### src/rtl/pc_seq_if.sv
// pc_seq_if: bundle between the PC fetch sequencer and its surroundings
// (PC register, instruction memory, decode/execute stage).
//   master: the sequencer (drives pc_d/pc_en, fetch request, status)
//   slave : the environment (drives pc_q, imem_ack, stall, branch, halt/resume)
interface pc_seq_if #(
  parameter int unsigned AW = 8
) ();
  logic [AW-1:0] pc_q;
  logic [AW-1:0] pc_d;
  logic          pc_en;
  logic          imem_req;
  logic [AW-1:0] imem_addr;
  logic          imem_ack;
  logic          instr_valid;
  logic          stall;
  logic          br_take;
  logic [AW-1:0] br_target;
  logic          halt_req;
  logic          resume;
  logic          halted;
  logic          fault;

  modport master (
    input  pc_q, imem_ack, stall, br_take, br_target, halt_req, resume,
    output pc_d, pc_en, imem_req, imem_addr, instr_valid, halted, fault
  );

  modport slave (
    output pc_q, imem_ack, stall, br_take, br_target, halt_req, resume,
    input  pc_d, pc_en, imem_req, imem_addr, instr_valid, halted, fault
  );
endinterface

### src/rtl/pc_seq_ctrl.sv
// pc_seq_ctrl: program-counter fetch sequencer for the 8-bit processor.
// Walks each instruction through FETCH (memory handshake at pc_q), ISSUE
// (instr_valid held while stalled) and UPDATE (one pc_en strobe loading the
// sequential or branch address). Supports halt/resume and a sticky
// fetch-timeout fault.
// Ports:
//   clk  - clock, rising edge
//   rst  - asynchronous active-low reset
//   bus  - pc_seq_if master modport (PC, imem handshake, control, status)
module pc_seq_ctrl #(
  parameter int unsigned   AW       = 8,
  parameter logic [AW-1:0] RST_VEC  = '0,
  parameter int unsigned   MAX_WAIT = 15
) (
  input logic         clk,
  input logic         rst,
  pc_seq_if.master    bus
);

  localparam int unsigned CW = $clog2(MAX_WAIT + 1);

  typedef enum logic [2:0] {
    StIdle,
    StFetch,
    StIssue,
    StUpdate,
    StHalt,
    StFault
  } state_e;

  state_e        state_q, state_d;
  logic [CW-1:0] wait_q, wait_d;

  always_ff @(posedge clk or negedge rst) begin
    if (!rst) begin
      state_q <= StIdle;
      wait_q  <= '0;
    end else begin
      state_q <= state_d;
      wait_q  <= wait_d;
    end
  end

  assign bus.imem_addr = bus.pc_q;

  always_comb begin
    state_d         = state_q;
    wait_d          = '0;
    bus.pc_d        = bus.pc_q;
    bus.pc_en       = 1'b0;
    bus.imem_req    = 1'b0;
    bus.instr_valid = 1'b0;
    bus.halted      = 1'b0;
    bus.fault       = 1'b0;

    unique case (state_q)
      StIdle: begin
        bus.pc_en = 1'b1;
        bus.pc_d  = RST_VEC;
        state_d   = StFetch;
      end
      StFetch: begin
        bus.imem_req = 1'b1;
        // wait_q counts earlier ack-less FETCH cycles, so an ack on the
        // MAX_WAIT-th cycle still wins over the timeout.
        if (bus.imem_ack) begin
          state_d = StIssue;
        end else if (wait_q == CW'(MAX_WAIT - 1)) begin
          state_d = StFault;
        end else begin
          wait_d = wait_q + CW'(1);
        end
      end
      StIssue: begin
        bus.instr_valid = 1'b1;
        if (!bus.stall) begin
          state_d = StUpdate;
        end
      end
      StUpdate: begin
        bus.pc_en = 1'b1;
        bus.pc_d  = bus.br_take ? bus.br_target : bus.pc_q + AW'(1);
        state_d   = bus.halt_req ? StHalt : StFetch;
      end
      StHalt: begin
        bus.halted = 1'b1;
        if (bus.resume) begin
          state_d = StFetch;
        end
      end
      StFault: begin
        bus.fault = 1'b1;
      end
      default: begin
        state_d = StIdle;
      end
    endcase
  end

endmodule

### src/flat_wrapper.sv
// flat-port wrapper written by rule: the top's interface ports become plain ports
module pc_seq_ctrl_flat 
#(
  parameter int unsigned   AW       = 8,
  parameter logic [AW-1:0] RST_VEC  = '0,
  parameter int unsigned   MAX_WAIT = 15
)
  (clk, rst, bus_pc_q, bus_imem_ack, bus_stall, bus_br_take, bus_br_target, bus_halt_req, bus_resume, bus_pc_d, bus_pc_en, bus_imem_req, bus_imem_addr, bus_instr_valid, bus_halted, bus_fault);
  pc_seq_if #(.AW(AW)) bus_i ();
  input logic clk;
  input logic rst;
  input wire logic [$bits(bus_i.pc_q)-1:0] bus_pc_q;
  input wire logic [$bits(bus_i.imem_ack)-1:0] bus_imem_ack;
  input wire logic [$bits(bus_i.stall)-1:0] bus_stall;
  input wire logic [$bits(bus_i.br_take)-1:0] bus_br_take;
  input wire logic [$bits(bus_i.br_target)-1:0] bus_br_target;
  input wire logic [$bits(bus_i.halt_req)-1:0] bus_halt_req;
  input wire logic [$bits(bus_i.resume)-1:0] bus_resume;
  output wire logic [$bits(bus_i.pc_d)-1:0] bus_pc_d;
  output wire logic [$bits(bus_i.pc_en)-1:0] bus_pc_en;
  output wire logic [$bits(bus_i.imem_req)-1:0] bus_imem_req;
  output wire logic [$bits(bus_i.imem_addr)-1:0] bus_imem_addr;
  output wire logic [$bits(bus_i.instr_valid)-1:0] bus_instr_valid;
  output wire logic [$bits(bus_i.halted)-1:0] bus_halted;
  output wire logic [$bits(bus_i.fault)-1:0] bus_fault;
  assign bus_i.pc_q = bus_pc_q;
  assign bus_i.imem_ack = bus_imem_ack;
  assign bus_i.stall = bus_stall;
  assign bus_i.br_take = bus_br_take;
  assign bus_i.br_target = bus_br_target;
  assign bus_i.halt_req = bus_halt_req;
  assign bus_i.resume = bus_resume;
  assign bus_pc_d = bus_i.pc_d;
  assign bus_pc_en = bus_i.pc_en;
  assign bus_imem_req = bus_i.imem_req;
  assign bus_imem_addr = bus_i.imem_addr;
  assign bus_instr_valid = bus_i.instr_valid;
  assign bus_halted = bus_i.halted;
  assign bus_fault = bus_i.fault;
  pc_seq_ctrl #(.AW(AW), .RST_VEC(RST_VEC), .MAX_WAIT(MAX_WAIT)) u_core (.clk(clk), .rst(rst), .bus(bus_i));
endmodule
### config.mk
export PLATFORM = sky130hd
export DESIGN_NAME = pc_seq_ctrl_flat
export DESIGN_NICKNAME = d
export VERILOG_FILES = /design/src/rtl/pc_seq_if.sv /design/src/rtl/pc_seq_ctrl.sv /design/src/flat_wrapper.sv
export SDC_FILE = /design/constraint.sdc
export NUM_CORES = 1
export LEC_CHECK = 0
export CAP_MARGIN = 0
export CORE_ASPECT_RATIO = 0.75
export CORE_MARGIN = 5
export CORE_UTILIZATION = 34
export CTS_CLUSTER_SIZE = 10
export DETAILED_ROUTE_END_ITERATION = 6
export GPL_TIMING_DRIVEN = 0
export PLACE_DENSITY = 0.76
export SLEW_MARGIN = 20
export SYNTH_ARGS = -nofsm -noshare
export SYNTH_HDL_FRONTEND = slang
export SYNTH_SLANG_ARGS = --single-unit
### constraint.sdc
create_clock -name clk -period 1.3 [get_ports clk]
set_input_delay 0.26 -clock clk [delete_from_list [all_inputs] [get_ports clk]]
set_output_delay 0.26 -clock clk [all_outputs]
set_load 0.005 [all_outputs]
==> impl_metrics.yaml <==
outcome:
  status: "complete, but fails checks"
  violations: "setup timing"
cts:
  clockBufferDepth: 2
  numCtsBuffers: 3
  cts_root_buf: "clkbuf_4"
  clkSinkCount: 7
  cts_max_level: 1
  clkSlewWorstSetupHoldPaths_ns: 0.05
  clk_latency_ns: 0.25
  cts_hold_buf: 0
  cts_tree: "built"
critical_path:
  crit_path_top_delay_cell: "dfrtp_2"
  path_max_fanout: 6
  cp_data_required_time_ns: 1.04
  critPathArrivalTime_ns: 1.59
  cp-start-kind: "flip-flop"
  reg2reg_to: "u_core.state_q[2]"
  worstSetupEndpointType: "primary output"
  r2r_slack_ns: -0.34
  critical_path_class: "reg -> out"
  critPathMaxStageDelay_ns: 0.42
  reg2regPathDepth: 8
  r2r-start: "u_core.state_q[1]"
  crit_chain: "nand3b_4, or2_4, o21ai_2, o2bb2ai_1, buf_2"
power:
  power.leakage_nw: 0.709
  clkPwrFrac_pct: 7.1
  p_switching_w: 0.00114
  p_seq_share_pct: 12.0
  switching_share_pct: 41.1
  intPower_w: 0.00163
  combPwrFrac_pct: 80.9
  max-vdd-ir-drop_mv: 1.31
  power_density_nw_per_um2: 1810
floorplan:
  fp.dieH_um: 51.3
  core_area_um2: 2230
  initial_core_util_pct: 34.7
  die_area_um2: 3340
  num_io_pins: 44
  dieWidth_um: 65.1
  rows: 15
timing:
  worst_pin_slew_ns: 0.327
  fin_ws_ns: -0.545
  final_hold_viol_count: 0
  hold_ws_ns: 0.270
  rsz0062_at_grt: "true"
  finalSetupViolations: 19
  tns_ns: -5.62
  finClkSkew_ns: 0.00156
  timing.final.crit_share_pct: 142
  finalMaxSlewViolations: 0
  slew_headroom_pct: 78.0
  fmax_mhz: 542
  post-route-min-period_ns: 1.85
place:
  place_hpwl_mm: 1.90
  place.gp.congestion: 0.790
  dpl_cell_area_um2: 1250
  port_buffers: 43
yosys:
  synth_flop_cell: "dfrtp_1"
  synth-async-reset-ratio_pct: 100
  synth_seq_cells: 7
  yosys_warnings: 0
  syn_area_per_cell_um2: 7.90
  yosysMostFrequentCell: "nor2_1"
  synth.area.top_cells: "dfrtp_1 (23%), buf_4 (9.7%), nor2_1 (6.3%), o2bb2ai_1 (5.7%), ha_1 (4.8%)"
  synth_top_area_share_pct: 22.6
  synth_edf_count: 0
  synth_top_cells_by_count: "nor2_1 (13), buf_4 (10), dfrtp_1 (7), a21oi_1 (6), inv_1 (6)"
  yosysSeqAreaShare_pct: 22.6
  yosysUniqueCellTypes: 35
  syn_area_um2: 774
  synth_nets: 124
  syn_inst: 98
  yosys.area.top_type: "dfrtp_1"
route:
  via_per_inst: 5.23
  wirelength_mm: 3.10
  drtAntennaViolNets: 0
  initialDrtViolationCount: 38
  num_vias: 994
  wl_per_cell_um: 16.3
  dr.pass1.iters: 4
  drcViolationCount: 0
layout:
  insertedDiodeCount: 0
  final_nets: 192
  synthToLayoutAreaGrowth_pct: 97.4
  final_area_um2: 1530
  drive_gt1_share_pct: 51.5
flow_run:
  cap_viol_max_count: 0
global_routing:
  first_global_vias: 915
  grt_pass1_wl_mm: 4.15
  grt_max_degree: 11
  grt_overflow: 0
  grt_use_total_pct: 16.0
  antenna_found_initial: 0
hold_path:
  hold_path.class: "in -> async"
## power groups by stage
| stage | registers [W] | logic, W | clock network, W |
|---|---|---|---|
| after global routing | 0.000334 | 0.00238 | 0.000214 |
| final | 0.000332 | 0.00224 | 0.000196 |
| after floorplan | 0.000335 | 0.000810 | 0 |
| after global placement | 0.000348 | 0.00140 | 0 |
| after detailed placement | 0.000349 | 0.00143 | 0 |
| after CTS | 0.000326 | 0.00153 | 0.000204 |
## per-stage QoR
step / instances / worst slack, ns / total power [W] / utilization [%]
finish: 190 / -0.545 / 0.00276 / 68.5
global route: 190 / -0.575 / 0.00293 / 68.5
CTS: 176 / -0.452 / 0.00206 / 58.9
detailed placement: 166 / -1.18 / 0.00177 / 55.8
global placement: 166 / -1.17 / 0.00175 / 55.8
floorplan: 98 / -0.0965 / 0.00115 / -
## logic make-up (layout without fill, tap and decap cells)
kind of cell               count (synthesis)  count (layout)  share of synthesized area, %
and+or+nand+nor                           37              37                          29.6
AOI/OAI and AO/OA                         28              28                          23.3
buffers and inverters                     19              86                          15.0
DFF                                        7               7                          22.6
adders and majority gates                  3               3                          4.85
xor gates and xnor gates                   3               3                          3.39
muxes                                      1               1                          1.29
## critical path: cells and delay by family, from the launching register on
family / cells / cell delay, ns
and+or+nand+nor: 2 / 0.45
DFF: 1 / 0.42
AOI/OAI and AO/OA: 2 / 0.32
buffers and inverters: 1 / 0.15
## final cells by class
cell class              instances  area [um^2]
multi-input cells              72          606
plain buffers                  11         96.3
repair buffers                 64          559
flip-flops and latches          7          176
clock buffers                   4         26.3
well taps                      25         31.3
inverters                       7         33.8
fillers                       155          704
## flip-flops by register name, indices dropped and copies added (netlist names)
signal	count
u_core.state_q	3
u_core.wait_q	4
## what timing repair did
| action | 4_1_cts | 5_1_grt |
|---|---|---|
| gates resized for setup | 106 | 25 |
| buffers inserted | 7 | 14 |
| endpoints found under the setup margin | 21 | 20 |
| pin swaps | 12 | 13 |
## per-layer routing
layer	vias to the layer above	track usage, %	part of all wire (%)
li1	481	-	-
met1	469	19.8	42
met2	40	28.2	53
met3	4	3.30	3.4
met4	0	4.14	0.81
met5	-	0	0
## worst max-delay path by stage
stage                            startpoint  slack, ns          end  cells after the start
after floorplan           u_core.state_q[2]       -0.1  bus_pc_d[3]                      4
after global placement          bus_pc_q[0]      -1.17  bus_pc_d[6]                      7
after detailed placement        bus_pc_q[0]      -1.18  bus_pc_d[6]                      7
after CTS                 u_core.state_q[2]      -0.45  bus_pc_d[5]                      5
after global routing      u_core.state_q[1]      -0.58  bus_pc_d[4]                      6
final                     u_core.state_q[2]      -0.55  bus_pc_d[4]                      5
## cell usage in the layout, fill, tap and decap left out, drive strengths merged, types with 2 or more instances in the layout
| cell | netlist | final |
|---|---|---|
| dfrtp | 7 | 7 |
| clkbuf | 1 | 6 |
| nand3 | 3 | 3 |
| o21ai | 8 | 8 |
| xnor2 | 2 | 2 |
| ha | 3 | 3 |
| nand2b | 2 | 2 |
| a21oi | 6 | 6 |
| inv | 7 | 7 |
| nor3 | 4 | 4 |
| dlygate4sd2 | 0 | 6 |
| buf | 11 | 46 |
| o2bb2ai | 5 | 5 |
| clkdlybuf4s15 | 0 | 5 |
| o22ai | 2 | 2 |
| nor3b | 2 | 2 |
| nand2 | 3 | 3 |
| and3 | 3 | 3 |
| nor2 | 13 | 13 |
| a22oi | 3 | 3 |
| clkdlybuf4s50 | 0 | 15 |
| nor2b | 2 | 2 |
No activity file was read; power rests on OpenSTA's default activity.
